==> config.mk <==
export PLATFORM = sky130hd
export DESIGN_NAME = stump_timer
export DESIGN_NICKNAME = d
export VERILOG_FILES = /design/src/rtl/stump_timer_pkg.sv /design/src/rtl/stump_timer_prescaler.sv /design/src/rtl/stump_timer.sv
export SDC_FILE = /design/constraint.sdc
export NUM_CORES = 1
export LEC_CHECK = 0
export CAP_MARGIN = 20
export CELL_PAD_IN_SITES_DETAIL_PLACEMENT = 1
export CELL_PAD_IN_SITES_GLOBAL_PLACEMENT = 2
export CORE_ASPECT_RATIO = 0.5
export CORE_MARGIN = 4
export CORE_UTILIZATION = 30
export CTS_CLUSTER_DIAMETER = 40
export DETAILED_ROUTE_END_ITERATION = 10
export HOLD_SLACK_MARGIN = 0.03
export PLACE_DENSITY = 0.84
export SYNTH_ARGS = -nofsm -noshare
export SYNTH_HDL_FRONTEND = slang
export SYNTH_HIERARCHICAL = 1
export SYNTH_SLANG_ARGS = --single-unit
==> constraint.sdc <==
create_clock -name clk -period 2.7 [get_ports clk]
set_clock_uncertainty 0.05 [all_clocks]
set_input_delay 0.54 -clock clk [delete_from_list [all_inputs] [get_ports clk]]
set_output_delay 0.54 -clock clk [all_outputs]
set_load 0.02 [all_outputs]
==> src/rtl/stump_timer_pkg.sv <==
// stump_timer_pkg -- shared definitions for the Stump memory-mapped timer.
//   Register word offsets within the 4-word window, CTRL bit positions,
//   the default window base and the two-state timer FSM encoding.
package stump_timer_pkg;

    // Default base of the 4-word register window.
    localparam logic [15:0] STUMP_TIMER_BASE = 16'hFF00;

    // Register offsets (address[1:0]).
    localparam logic [1:0] OFS_CTRL   = 2'd0;
    localparam logic [1:0] OFS_PERIOD = 2'd1;
    localparam logic [1:0] OFS_COUNT  = 2'd2;
    localparam logic [1:0] OFS_STATUS = 2'd3;

    // CTRL bit positions; PRE occupies CTRL[15:8].
    localparam int CTRL_EN      = 0;
    localparam int CTRL_RELOAD  = 1;
    localparam int CTRL_IRQEN   = 2;
    localparam int CTRL_PRE_LSB = 8;

    // Timer FSM; the state is what CTRL.EN reads back.
    typedef enum logic {
        ST_IDLE = 1'b0,
        ST_RUN  = 1'b1
    } timer_state_t;

endpackage

==> src/rtl/stump_timer_prescaler.sv <==
// stump_timer_prescaler -- divides the clock by pre+1 while the timer runs.
//   clk   : system clock
//   rst   : synchronous active-high reset
//   run   : count only while high; the counter is held at 0 otherwise
//   clear : restart the count from 0 on this edge
//   pre   : prescale value; tick period is pre+1 clocks
//   tick  : one-cycle pulse in the cycle the counter equals pre
module stump_timer_prescaler (
    input  logic       clk,
    input  logic       rst,
    input  logic       run,
    input  logic       clear,
    input  logic [7:0] pre,
    output logic       tick
);

    logic [7:0] cnt;

    // tick is decoded from the counter register, so it is glitch-free and
    // lines up with the edge on which the counter wraps.
    assign tick = run && (cnt == pre);

    always_ff @(posedge clk) begin
        if (rst || clear || !run) begin
            cnt <= 8'd0;
        end else if (cnt == pre) begin
            cnt <= 8'd0;
        end else begin
            cnt <= cnt + 8'd1;
        end
    end

endmodule

==> src/rtl/stump_timer.sv <==
// stump_timer -- memory-mapped down-counting timer for the Stump bus.
//   Window of four words at BASE: CTRL (+0), PERIOD (+1), COUNT (+2),
//   STATUS (+3). CTRL = {PRE[7:0], 5'b0, IRQEN, RELOAD, EN}.
//   clk, rst         : clock, synchronous active-high reset
//   address          : bus address
//   wr_data          : write data (processor data_out)
//   mem_wen, mem_ren : bus write / read enables
//   rd_data          : combinational read data (processor data_in)
//   sel              : address lies inside the timer window
//   irq              : STATUS[0] & IRQEN
module stump_timer
    import stump_timer_pkg::*;
#(
    parameter logic [15:0] BASE = STUMP_TIMER_BASE
) (
    input  logic        clk,
    input  logic        rst,
    input  logic [15:0] address,
    input  logic [15:0] wr_data,
    input  logic        mem_wen,
    input  logic        mem_ren,
    output logic [15:0] rd_data,
    output logic        sel,
    output logic        irq
);

    timer_state_t state;
    logic         reload;
    logic         irqen;
    logic [7:0]   pre;
    logic [15:0]  period;
    logic [15:0]  count;
    logic         status;

    logic reg_wr, wr_ctrl, wr_period, wr_count, wr_status;
    logic tick, expiry;

    assign sel       = (address[15:2] == BASE[15:2]);
    assign reg_wr    = sel && mem_wen;
    assign wr_ctrl   = reg_wr && (address[1:0] == OFS_CTRL);
    assign wr_period = reg_wr && (address[1:0] == OFS_PERIOD);
    assign wr_count  = reg_wr && (address[1:0] == OFS_COUNT);
    assign wr_status = reg_wr && (address[1:0] == OFS_STATUS);

    // Any CTRL write restarts the prescale phase.
    stump_timer_prescaler u_prescaler (
        .clk   (clk),
        .rst   (rst),
        .run   (state == ST_RUN),
        .clear (wr_ctrl),
        .pre   (pre),
        .tick  (tick)
    );

    assign expiry = tick && (count == 16'd0);
    assign irq    = status && irqen;

    always_ff @(posedge clk) begin
        if (rst) begin
            state  <= ST_IDLE;
            reload <= 1'b0;
            irqen  <= 1'b0;
            pre    <= 8'd0;
            period <= 16'd0;
            count  <= 16'd0;
            status <= 1'b0;
        end else begin
            // FSM: a CTRL write beats an expiry that would clear EN.
            if (wr_ctrl) begin
                state  <= wr_data[CTRL_EN] ? ST_RUN : ST_IDLE;
                reload <= wr_data[CTRL_RELOAD];
                irqen  <= wr_data[CTRL_IRQEN];
                pre    <= wr_data[CTRL_PRE_LSB +: 8];
            end else if (expiry && !reload) begin
                state <= ST_IDLE;
            end

            if (wr_period) begin
                period <= wr_data;
            end

            // A bus write to COUNT beats decrement and reload. At zero
            // without RELOAD the count simply stays at 0.
            if (wr_count) begin
                count <= wr_data;
            end else if (tick) begin
                if (count != 16'd0) begin
                    count <= count - 16'd1;
                end else if (reload) begin
                    count <= period;
                end
            end

            // Write-1-to-clear; an expiry on the same edge wins.
            status <= (status && !(wr_status && wr_data[0])) || expiry;
        end
    end

    always_comb begin
        rd_data = 16'h0000;
        if (sel && mem_ren && !mem_wen) begin
            case (address[1:0])
                OFS_CTRL:   rd_data = {pre, 5'b0, irqen, reload, (state == ST_RUN)};
                OFS_PERIOD: rd_data = period;
                OFS_COUNT:  rd_data = count;
                default:    rd_data = {15'b0, status};
            endcase
        end
    end

endmodule
==> flow_summary.json <==
{
  "endpoint_kind": "output pin",
  "nFillCells": 1153,
  "min_period_over_period_pct": 98.75,
  "coreArea_um2": 9759,
  "fin_crit_ps": 2666,
  "area_delta_synth_final_pct": 40.51,
  "ant_nets": 0,
  "wl_per_cell_um": 18.23,
  "first_iter_violations": 142,
  "post_drt_via_cell_ratio": 5.254,
  "cts_buffers": 5,
  "ir_drop_mv": 0.2168,
  "n_antenna_cell": 0,
  "placed_area_um2": 4173,
  "multi_input_area_um2": 2023,
  "synth_area_per_cell_um2": 7.587,
  "dp.cells": 611,
  "rows": 25,
  "cts_tree": "built",
  "timing.fmax_mhz": 375.1,
  "synth_cell_types": 55,
  "synth.yosys.seq_area_share_pct": 33.47,
  "clkLatencyLatePin_ps": 300,
  "drc_errors": 0,
  "arrival_ps": 2080,
  "fin_setup_tns_ps": 0,
  "p_leak_uw": 0.001582,
  "dieArea_um2": 12160,
  "design_area_um2": 4370,
  "ioPinCount": 54,
  "nets": 526,
  "finalWeightedCongestion": 0.8111,
  "dr.pass1.iters": 4,
  "synth_top_cell_by_area": "dfxtp_1",
  "clockRootBuffer": "clkbuf_16",
  "hp-class": "flop to flop",
  "wl_um": 11360,
  "synth_edf_count": 0,
  "synth_ff_type": "dfxtp_1",
  "die_x_um": 152,
  "clock_path_buffers": 2,
  "ff_latch_area_um2": 1041,
  "cap_violations": 0,
  "dp_hpwl_um": 8550,
  "slew_viol_final": 0,
  "worstMarginPinSlew_ps": 834.1,
  "grt_pass1_wl_um": 18110,
  "cts_num_sinks": 52,
  "start_util_pct": 31.87,
  "dieHeight_um": 80,
  "grtUsageTotal_pct": 18.88,
  "syn_area_um2": 3110,
  "yosysMostFrequentCell": "nand2_1",
  "htreeDepth": 2,
  "hold_violations": 0,
  "grt_max_degree": 27,
  "rsz0062_at_grt": "yes",
  "syn-instance-count": 410,
  "status": "complete, no violations",
  "final_cells": 623,
  "yosys_warnings": 6,
  "synth_commonest_cells": "nand2_1, dfxtp_1, nor2_1, a21oi_1, clkbuf_1",
  "synth_nets": 449,
  "grt.overflow.total": 0,
  "antenna_found_initial": 0,
  "ys_async_sr_fraction_pct": 0,
  "synthTopCellsByArea": "dfxtp_1, nand2_1, a21oi_1",
  "worstSetupStartpointType": "input pin",
  "critical_path_peak_fanout": 6,
  "yosys_register_bits": 52,
  "crit_required_ps": 2110,
  "setup_viol": 0,
  "vias": 3273,
  "grt_pass1_vias": 3310,
  "relSlewSlack_pct": 43.88,
  "crit_type": "input pin to output pin",
  "clk_pin_slew_ps": 70,
  "power_density_nw_per_um2": 354.9,
  "synth_top_area_share_pct": 33.47,
  "layout-drive-gt1-share_pct": 21.52,
  "port_buffers": 53
}
## cells in the final DEF, fill, tap and decap left out, types with 9 or more instances in the layout
cell             synthesis  routed
a21oi_1                 47      47
nand2_1                 64      64
o21ai_0                  9       9
nor2_4                   0      13
nor2_1                  48      33
buf_6                    3      14
mux2i_1                 11      11
dfxtp_1                 52      52
xnor2_1                 14      14
nand3_1                 11      11
nor3_1                   9       9
clkdlybuf4s50_1          0      22
buf_4                    0      46
dlygate4sd2_1            0      11
## power breakdown
group	internal [µW]	switching [µW]	total, µW
clock	346	310	656
combinational	71.1	57.6	129
sequential	766	0.00949	766
total	1180	368	1550
## layer usage
metal / track usage (%) / vias up / share of wire (%)
li1: - / 1613 / -
met1: 26.83 / 1593 / 50
met2: 29.73 / 51 / 45
met3: 3.411 / 16 / 3.7
met4: 4.484 / 0 / 1.3
met5: 0 / - / 0
## repair_timing
| item | in CTS | in global routing |
|---|---|---|
| endpoints found under the setup margin | 26 | 16 |
| buffers inserted | 3 | 1 |
| pin swaps | 5 | 1 |
| gates resized for setup | 94 | 31 |
| hold buffers | 0 | 0 |
## logic make-up after synthesis
logic type               after synthesis  synth area share (%)
multiplexers                          12                 4.264
adder cells (fa/ha/maj)                3                 1.207
buffers and inverters                 40                 5.712
flip-flops                            52                 33.47
XOR/XNOR                              21                 5.913
AND/OR/NAND/NOR                      174                 26.59
AO/OA/AOI/OAI                        108                 22.85
## worst max-delay path, cell delays in order
cell	delay (ps)
buf_6	90
or4_4	550
nor4_4	170
nand3b_1	250
buf_6	230
nor2_2	120
buf_6	120
## registers in the layout, summed over array words and instances, names as in the netlist
name and flops:
count 16, period 16, pre 8, u_prescaler/cnt 8, irqen 1, reload 1
state 1, status 1
## per-stage QoR
step	power (µW)	utilization, %	worst slack, ps	hold WS [ps]
3_3_place_gp	915.9	42.76	-821.0	404.7
6_report	1551	44.78	33.72	425.0
2_1_floorplan	821.9	-	-181.2	386.6
3_5_place_dp	916.4	42.76	-882.2	416.7
4_1_cts	1564	43.67	5.581	427.3
5_1_grt	1607	44.78	-21.12	451.7
## layout make-up
cell class | instances | area share, %
clock inverters | 3 | 0.4867
clock buffers | 5 | 2.863
multi-input cells | 318 | 46.29
flip-flops and latches | 52 | 23.82
inverters | 7 | 0.6012
repair buffers | 103 | 22.07
well taps | 135 | 3.865
## worst paths after layout
check | startpoint | endpoint | slack [ps] | cells past startpoint
min reg2reg | period[8] | period[8] | 430 | 2
max | address[4] | rd_data[1] | 30 | 7
max reg2reg | count[8] | count[5] | 290 | 6
min | period[8] | period[8] | 430 | 2
Note: power is estimated with default switching activity, not from simulation.
